## src/rtl/rr_mux_arbiter.sv

```systemverilog
// Four-requester round-robin arbiter with a registered grant, a 4:1 data mux
// and a per-tenure burst limit of MAX_BURST beats.
module rr_mux_arbiter #(
  parameter int WIDTH     = 32,
  parameter int MAX_BURST = 4
) (
  input  logic             clk,
  input  logic             reset,
  input  logic [3:0]       req,
  input  logic [WIDTH-1:0] in0,
  input  logic [WIDTH-1:0] in1,
  input  logic [WIDTH-1:0] in2,
  input  logic [WIDTH-1:0] in3,
  input  logic             out_ready,
  output logic [3:0]       gnt,
  output logic [1:0]       out_id,
  output logic             out_valid,
  output logic [WIDTH-1:0] out_data,
  output logic             dbg_state,
  output logic [1:0]       dbg_ptr,
  output logic [3:0]       dbg_bcnt
);

  localparam logic IDLE  = 1'b0;
  localparam logic GRANT = 1'b1;
  localparam logic [3:0] LAST_BEAT = 4'(MAX_BURST - 1);

  logic       state;
  logic [1:0] ptr;
  logic [3:0] bcnt;

  logic       beat;
  logic       release_now;
  logic [1:0] arb_base;
  logic [1:0] winner;
  logic       any_req;

  // First set request scanning base+1, base+2, base+3, base; base itself is lowest.
  function automatic logic [1:0] pick(input logic [3:0] r, input logic [1:0] base);
    logic [1:0] idx;
    logic [1:0] win;
    logic       found;
    win   = base;
    found = 1'b0;
    for (int d = 1; d <= 4; d++) begin
      idx = base + 2'(d);
      if (!found && r[idx]) begin
        win   = idx;
        found = 1'b1;
      end
    end
    return win;
  endfunction

  // Handshake: a beat moves when out_valid and out_ready are both high on a
  // rising edge; out_valid never depends on out_ready, and a stalled owner
  // keeps its grant for as long as it keeps requesting.
  always_comb begin
    out_valid   = (state == GRANT) && req[out_id];
    beat        = out_valid && out_ready;
    release_now = (state == GRANT) && (!req[out_id] || (beat && (bcnt == LAST_BEAT)));
    arb_base    = (state == GRANT) ? out_id : ptr;
    winner      = pick(req, arb_base);
    any_req     = |req;
  end

  always_comb begin
    out_data = in0;
    case (out_id)
      2'd0: out_data = in0;
      2'd1: out_data = in1;
      2'd2: out_data = in2;
      2'd3: out_data = in3;
      default: out_data = in0;
    endcase
  end

  always_ff @(posedge clk) begin
    if (reset) begin
      state  <= IDLE;
      gnt    <= 4'b0000;
      out_id <= 2'd0;
      ptr    <= 2'd3;
      bcnt   <= 4'd0;
    end else begin
      case (state)
        IDLE: begin
          if (any_req) begin
            state  <= GRANT;
            out_id <= winner;
            gnt    <= 4'b0001 << winner;
            bcnt   <= 4'd0;
          end else begin
            gnt <= 4'b0000;
          end
        end
        GRANT: begin
          if (release_now) begin
            // Re-arbitrate in the same cycle so there is no idle bubble.
            ptr  <= out_id;
            bcnt <= 4'd0;
            if (any_req) begin
              out_id <= winner;
              gnt    <= 4'b0001 << winner;
            end else begin
              state <= IDLE;
              gnt   <= 4'b0000;
            end
          end else if (beat) begin
            bcnt <= bcnt + 4'd1;
          end
        end
        default: begin
          state <= IDLE;
          gnt   <= 4'b0000;
          bcnt  <= 4'd0;
        end
      endcase
    end
  end

  assign dbg_state = state;
  assign dbg_ptr   = ptr;
  assign dbg_bcnt  = bcnt;

endmodule

```

## config.mk

```make
export PLATFORM = sky130hd
export DESIGN_NAME = rr_mux_arbiter
export DESIGN_NICKNAME = d
export VERILOG_FILES = /design/src/rtl/rr_mux_arbiter.sv
export SDC_FILE = /design/constraint.sdc
export NUM_CORES = 1
export LEC_CHECK = 0
export CELL_PAD_IN_SITES_DETAIL_PLACEMENT = 0
export CELL_PAD_IN_SITES_GLOBAL_PLACEMENT = 1
export CORE_MARGIN = 5
export CORE_UTILIZATION = 42
export DETAILED_ROUTE_END_ITERATION = 8
export DONT_BUFFER_PORTS = 1
export HOLD_SLACK_MARGIN = 0.03
export PLACE_DENSITY = 0.78
export REMOVE_ABC_BUFFERS = 1
export SYNTH_ARGS = -nofsm -noshare
export SYNTH_HDL_FRONTEND = slang
export SYNTH_SLANG_ARGS = --single-unit
```

## constraint.sdc

```tcl
create_clock -name clk -period 2 [get_ports clk]
set_input_delay 0.1 -clock clk [delete_from_list [all_inputs] [get_ports clk]]
set_output_delay 0.1 -clock clk [all_outputs]
set_load 0.05 [all_outputs]
```

=== After elaboration in Yosys (flattened, before gate mapping) ===
Cells that the tools add are included.

* Add/sub/neg operators: 4
* Magnitude comparators: 5
* Equal/unequal tests: 7
* Shifts and indexed selects: 1
* Mux-type cells: 32
* Bitwise logic cells: 1
* Reductions and logical operators: 16

{| class="wikitable"
|+ Operators with widths
! kind !! number
|-
| $pmux W32 S4 || 1
|-
| $mux W4 || 5
|-
| $pmux W4 S2 || 2
|-
| $lt A2 B3 Y1 const B || 5
|-
| $mux W2 || 7
|-
| $bmux W1 S2 || 5
|-
| $mux W1 || 10
|-
| $logic_and A1 B1 Y1 || 7
|-
| $add A2 B2 Y2 const B || 2
|-
| $add A4 B1 Y4 const B || 1
|-
| $eq A2 B2 Y1 const B || 2
|-
| $eq A4 B2 Y1 const B || 1
|-
| $logic_not A1 Y1 || 4
|-
| $pmux W2 S2 || 1
|-
| $reduce_and A2 Y1 || 2
|-
| $reduce_or A4 Y1 || 1
|-
| $shl A1 B2 Y4 const A || 1
|-
| $ne A3 B1 Y1 const B || 1
|-
| $add A2 B1 Y2 const B || 1
|-
| $eq A2 B1 Y1 const B || 1
|-
| $logic_not A2 Y1 || 1
|-
| $ne A2 B1 Y1 const B || 1
|-
| $ne A2 B2 Y1 const B || 1
|-
| $pmux W1 S2 || 1
|-
| 2 further kinds || 2
|}

* Flip-flop bits (word level): 13
* Input bits: 135
* Output and inout bits: 46
* Logic and storage cells: 71

=== Depth between registers and ports, before layout ===
* Word-level depth: 18
* Mapped depth: 7
* Gate-level depth less buffers: 5

=== Least setup slack after synthesis ===
No wires, ideal clock.

* Path kind: reg-to-reg
* Start point: reg state (netlist: dbg_state)
* End point: reg bcnt[2] (netlist: dbg_bcnt[2])
* Library setup time: 0.086 ns
* Arrival: 2.070 ns
* Data required time: 1.914 ns
* Setup slack: -0.156 ns
* Cell stages (with the launch flop): 8
* Buffers on the path: 2
* Clock period less this slack: 2.156 ns
* Cells stage by stage: dfxtp_1 -> buf_6 -> nand2_1 -> o22ai_2 -> and2_1 -> buf_4 -> a21oi_1 -> a211oi_1

* Cells in the longest elaborated chain, start to end: 7

{| class="wikitable"
|+ RTL lines
! item !! line !! RTL
|-
| start: declaration || 28 || <nowiki>logic state;</nowiki>
|-
| start signal: assignment || 80 || <nowiki>state <= IDLE;</nowiki>
|-
| start signal: assignment || 89 || <nowiki>state <= GRANT;</nowiki>
|-
| start signal: assignment || 106 || <nowiki>state <= IDLE;</nowiki>
|-
| $logic_and A1 B1 Y1 * || 59 || <nowiki>out_valid = (state == GRANT) && req[out_id];</nowiki>
|-
| named net out_valid || 17 || <nowiki>output logic out_valid,</nowiki>
|-
| $logic_and A1 B1 Y1 * || 60 || <nowiki>beat = out_valid && out_ready;</nowiki>
|-
| $logic_and A1 B1 Y1 || 61 || <nowiki>release_now = (state == GRANT) && (!req[out_id] || (beat && (bcnt == LAST_BEAT)));</nowiki>
|-
| $logic_or A1 B1 Y1 || 61 ||
|-
| $logic_and A1 B1 Y1 || 61 ||
|-
| $mux W4 / $ne A3 B1 Y1 (equally long branches) || -- ||
|-
| $pmux W4 S2 / $reduce_and A2 Y1 (equally long branches) || -- ||
|-
| end signal: assignment || 110 || <nowiki>bcnt <= bcnt + 4'd1;</nowiki>
|-
| end: declaration || 30 || <nowiki>logic [3:0] bcnt;</nowiki>
|}

The timed path passes the listed nets; every way through them passes the cells marked *.
A chain may end at the register's enable or synchronous reset.

=== Final worst setup path ===
* Start point: reg out_id[0]
* End point: out out_data[17]

* Cells in the longest elaborated chain, start to end: 2

{| class="wikitable"
|+ RTL lines
! item !! line !! RTL
|-
| start: declaration || 16 || <nowiki>output logic [1:0] out_id,</nowiki>
|-
| start signal: assignment || 90 || <nowiki>out_id <= winner;</nowiki>
|-
| start signal: assignment || 103 || <nowiki>out_id <= winner;</nowiki>
|-
| $eq A2 B2 Y1, or another cell as far along || 69 || <nowiki>case (out_id)</nowiki>
|-
| $pmux W32 S4 * || 69 ||
|-
| end: declaration || 18 || <nowiki>output logic [WIDTH-1:0] out_data,</nowiki>
|}

Mark *: on every way between the ends. The rest lies on a longest branch, timed or not.

==> results.toml <==
[status]
status = "completed"

[timing]
slew-limit-headroom = 0.6526
hold_violations = 0
layout_min_cycle_time_ns = 1.874
setup-tns-final_ns = 0
skew_ns = 0.0008351
rsz0062_at_grt = "no"
max_freq_mhz = 533.7
finalSetupViolCount = 0
finalCritPeriodShare = 0.9368
final-max-slew-violation-count = 0
worst_pin_slew_ns = 0.5203

[synth]
synth_warnings = 0
synth_area_mm2 = 0.001534
synth.avg_cell_area_um2 = 12.37
synth.most_common_cell = "mux4_2"
yosys-top-cells-count = "mux4_2, dfxtp_1, nor2_1"
synth_flop_cell = "dfxtp_1"
ys_seq_elements = 13
synth_top_area_frac = 0.4845
yosysSeqAreaShare = 0.1697
synth-edff-count = 0
synthArstFlopShare = 0
yosys.area.top_type = "mux4_2"
synthCells = 124
synth_area_leaders = "mux4_2, dfxtp_1, mux2i_1"
synth_cell_types = 37

[grt]
busiest_layer = "met2"
use_met2 = 0.4906
met1_usage = 0.2525
antenna_found_initial = 0
grt_max_degree = 26
gr-total-overflow = 0
grt_util_met3 = 0.08633
grt_usage = 0.2637
grt_pass1_vias = 1389
grt_pass1_wl_mm = 9.522

[floorplanning]
die_h_um = 70.44
num_io_pins = 181
rows = 22
die_x_um = 70.44
start_util = 0.4254
dieArea_mm2 = 0.004961
core_mm2 = 0.003606

[power]
leakagePower_nw = 0.5328
vdd_drop_max_v = 0.0006873
powerDensity_mw_per_mm2 = 1110

[flow_run]
cap_violations = 0

[final_layout]
fin_util = 0.4674
area_delta_synth_final_pct = 9.870
layout-drive-gt1-share = 0.4351
diodes = 0
final_nets = 268

[critical_path]
startpoint_type = "flip-flop"
cp.required_ns = 1.90
critPathMaxStageDelay_ns = 0.74
cp_top_family = "multiplexers"
cp_num_buf_inv = 1
worstSetupPathType = "reg2out"
end_kind = "primary output"
critPathMaxFanout = 24
timing.critical_path.cells = "buf_4 -> mux4_2"
cp_data_arrival_time_ns = 1.77
cp_slowest_cell = "mux4_2"

[min_path]
hp-class = "in2reg"

[route]
drt-initial-drc-count = 87
dr.pass1.iters = 4
post-route-drc-count = 0
via_count = 1297
avgViaCountPerCell = 7.246
ant_nets = 0
wire_per_inst_um = 38.17
wl_mm = 6.833

[placed_design]
port-buffer-count = 0
dp_hpwl_mm = 6.074
gp_congestion = 0.8493

[clock_tree]
cts_inserted_buffers = 3
clk_latency_ns = 0.24
cts.sinks = 13
cts_max_level = 1
cts.path.max_buffers = 2
root_buffer = "clkbuf_8"
clk_pin_slew_ns = 0.05
cts_resized = 0
cts_tree = "done"
[repair_timing]
action | CTS | global route
hold buffers | 3 | 0
setup endpoints to repair | 0 | 0
setup buffers | 0 | 0
hold endpoints to repair | 13 | 0
[through the flow]
step	hold WS (ns)	setup slack [ns]	area, um2	power, mW	instances
global placement	0.1700	0.3230	1610	1.629	172
floorplan	0.1691	-1.387	1458	1.479	112
CTS	0.06300	0.1006	1685	1.888	179
global route	0.08135	0.01923	1685	1.945	179
finish	0.07935	0.1264	1685	1.872	179
detailed placement	0.1698	0.2781	1610	1.646	172
[per-layer routing]
metal,wire length (um),up-vias
li1,-,536
met1,1902,634
met2,3855,107
met3,724,20
met4,350,0
met5,0,-
[state kept, by name (all words and copies together) (netlist names)]
| register | cells |
|---|---|
| dbg_bcnt | 4 |
| gnt | 4 |
| dbg_ptr | 2 |
| out_id | 2 |
| dbg_state | 1 |
[cells by family after synthesis]
group	count (synthesis)	synth area share
flip-flops	13	0.1697
AO/OA/AOI/OAI	24	0.1256
AND/OR/NAND/NOR	33	0.1174
buffers and inverters	14	0.05465
adder cells (fa/ha/maj)	1	0.008155
multiplexers	39	0.5245
[layout by cell type (no fill, tap or decap), types with 2 or more instances in the layout]
cell,instances
nand2_1,6
mux4_2,33
a211oi_1,3
inv_1,2
a211o_1,2
clkbuf_8,3
and3_1,2
dlygate4sd3_1,3
nor2b_1,2
nand3_1,3
dfxtp_1,11
nand2b_1,2
buf_4,12
mux2i_1,5
dfxtp_2,2
and2_1,2
nand3b_1,3
a21oi_1,7
nor2_1,8
o211ai_1,2
[worst register-to-register path: stages, from the launching register on]
cell	delay, ns
dfxtp_1	0.48
mux2i_1	0.38
o211ai_1	0.18
a211oi_2	0.32
nand2b_1	0.19
a21oi_1	0.08
[power breakdown]
part / internal (mW) / total, mW / switching, mW
Combinational: 0.356 / 1.28 / 0.924
Sequential: 0.289 / 0.361 / 0.0719
Clock: 0.141 / 0.230 / 0.0897
[area by class of cell]
class / instances / area (um2)
multi-input cells: 97 / 1190
clock buffers: 4 / 45.04
well taps: 48 / 60.06
flip-flops and latches: 13 / 262.8
repair buffers: 15 / 120.1
inverters: 2 / 7.507
fillers: 344 / 1921
[final timing paths]
path	from	endpoint	slack, ns	cells past startpoint
worst min register to register	dbg_ptr[0]$_SDFFE_PP1P_	dbg_ptr[0]$_SDFFE_PP1P_	0.69	2
worst max register to register	dbg_state$_SDFF_PP0_	out_id[0]$_SDFFE_PP0P_	0.23	5
worst min-delay path	reset	gnt[3]$_SDFFE_PP0P_	0.08	2
worst max-delay path	out_id[0]$_SDFFE_PP0P_	out_data[17]	0.13	2
Power figures use the tool's default switching activity.
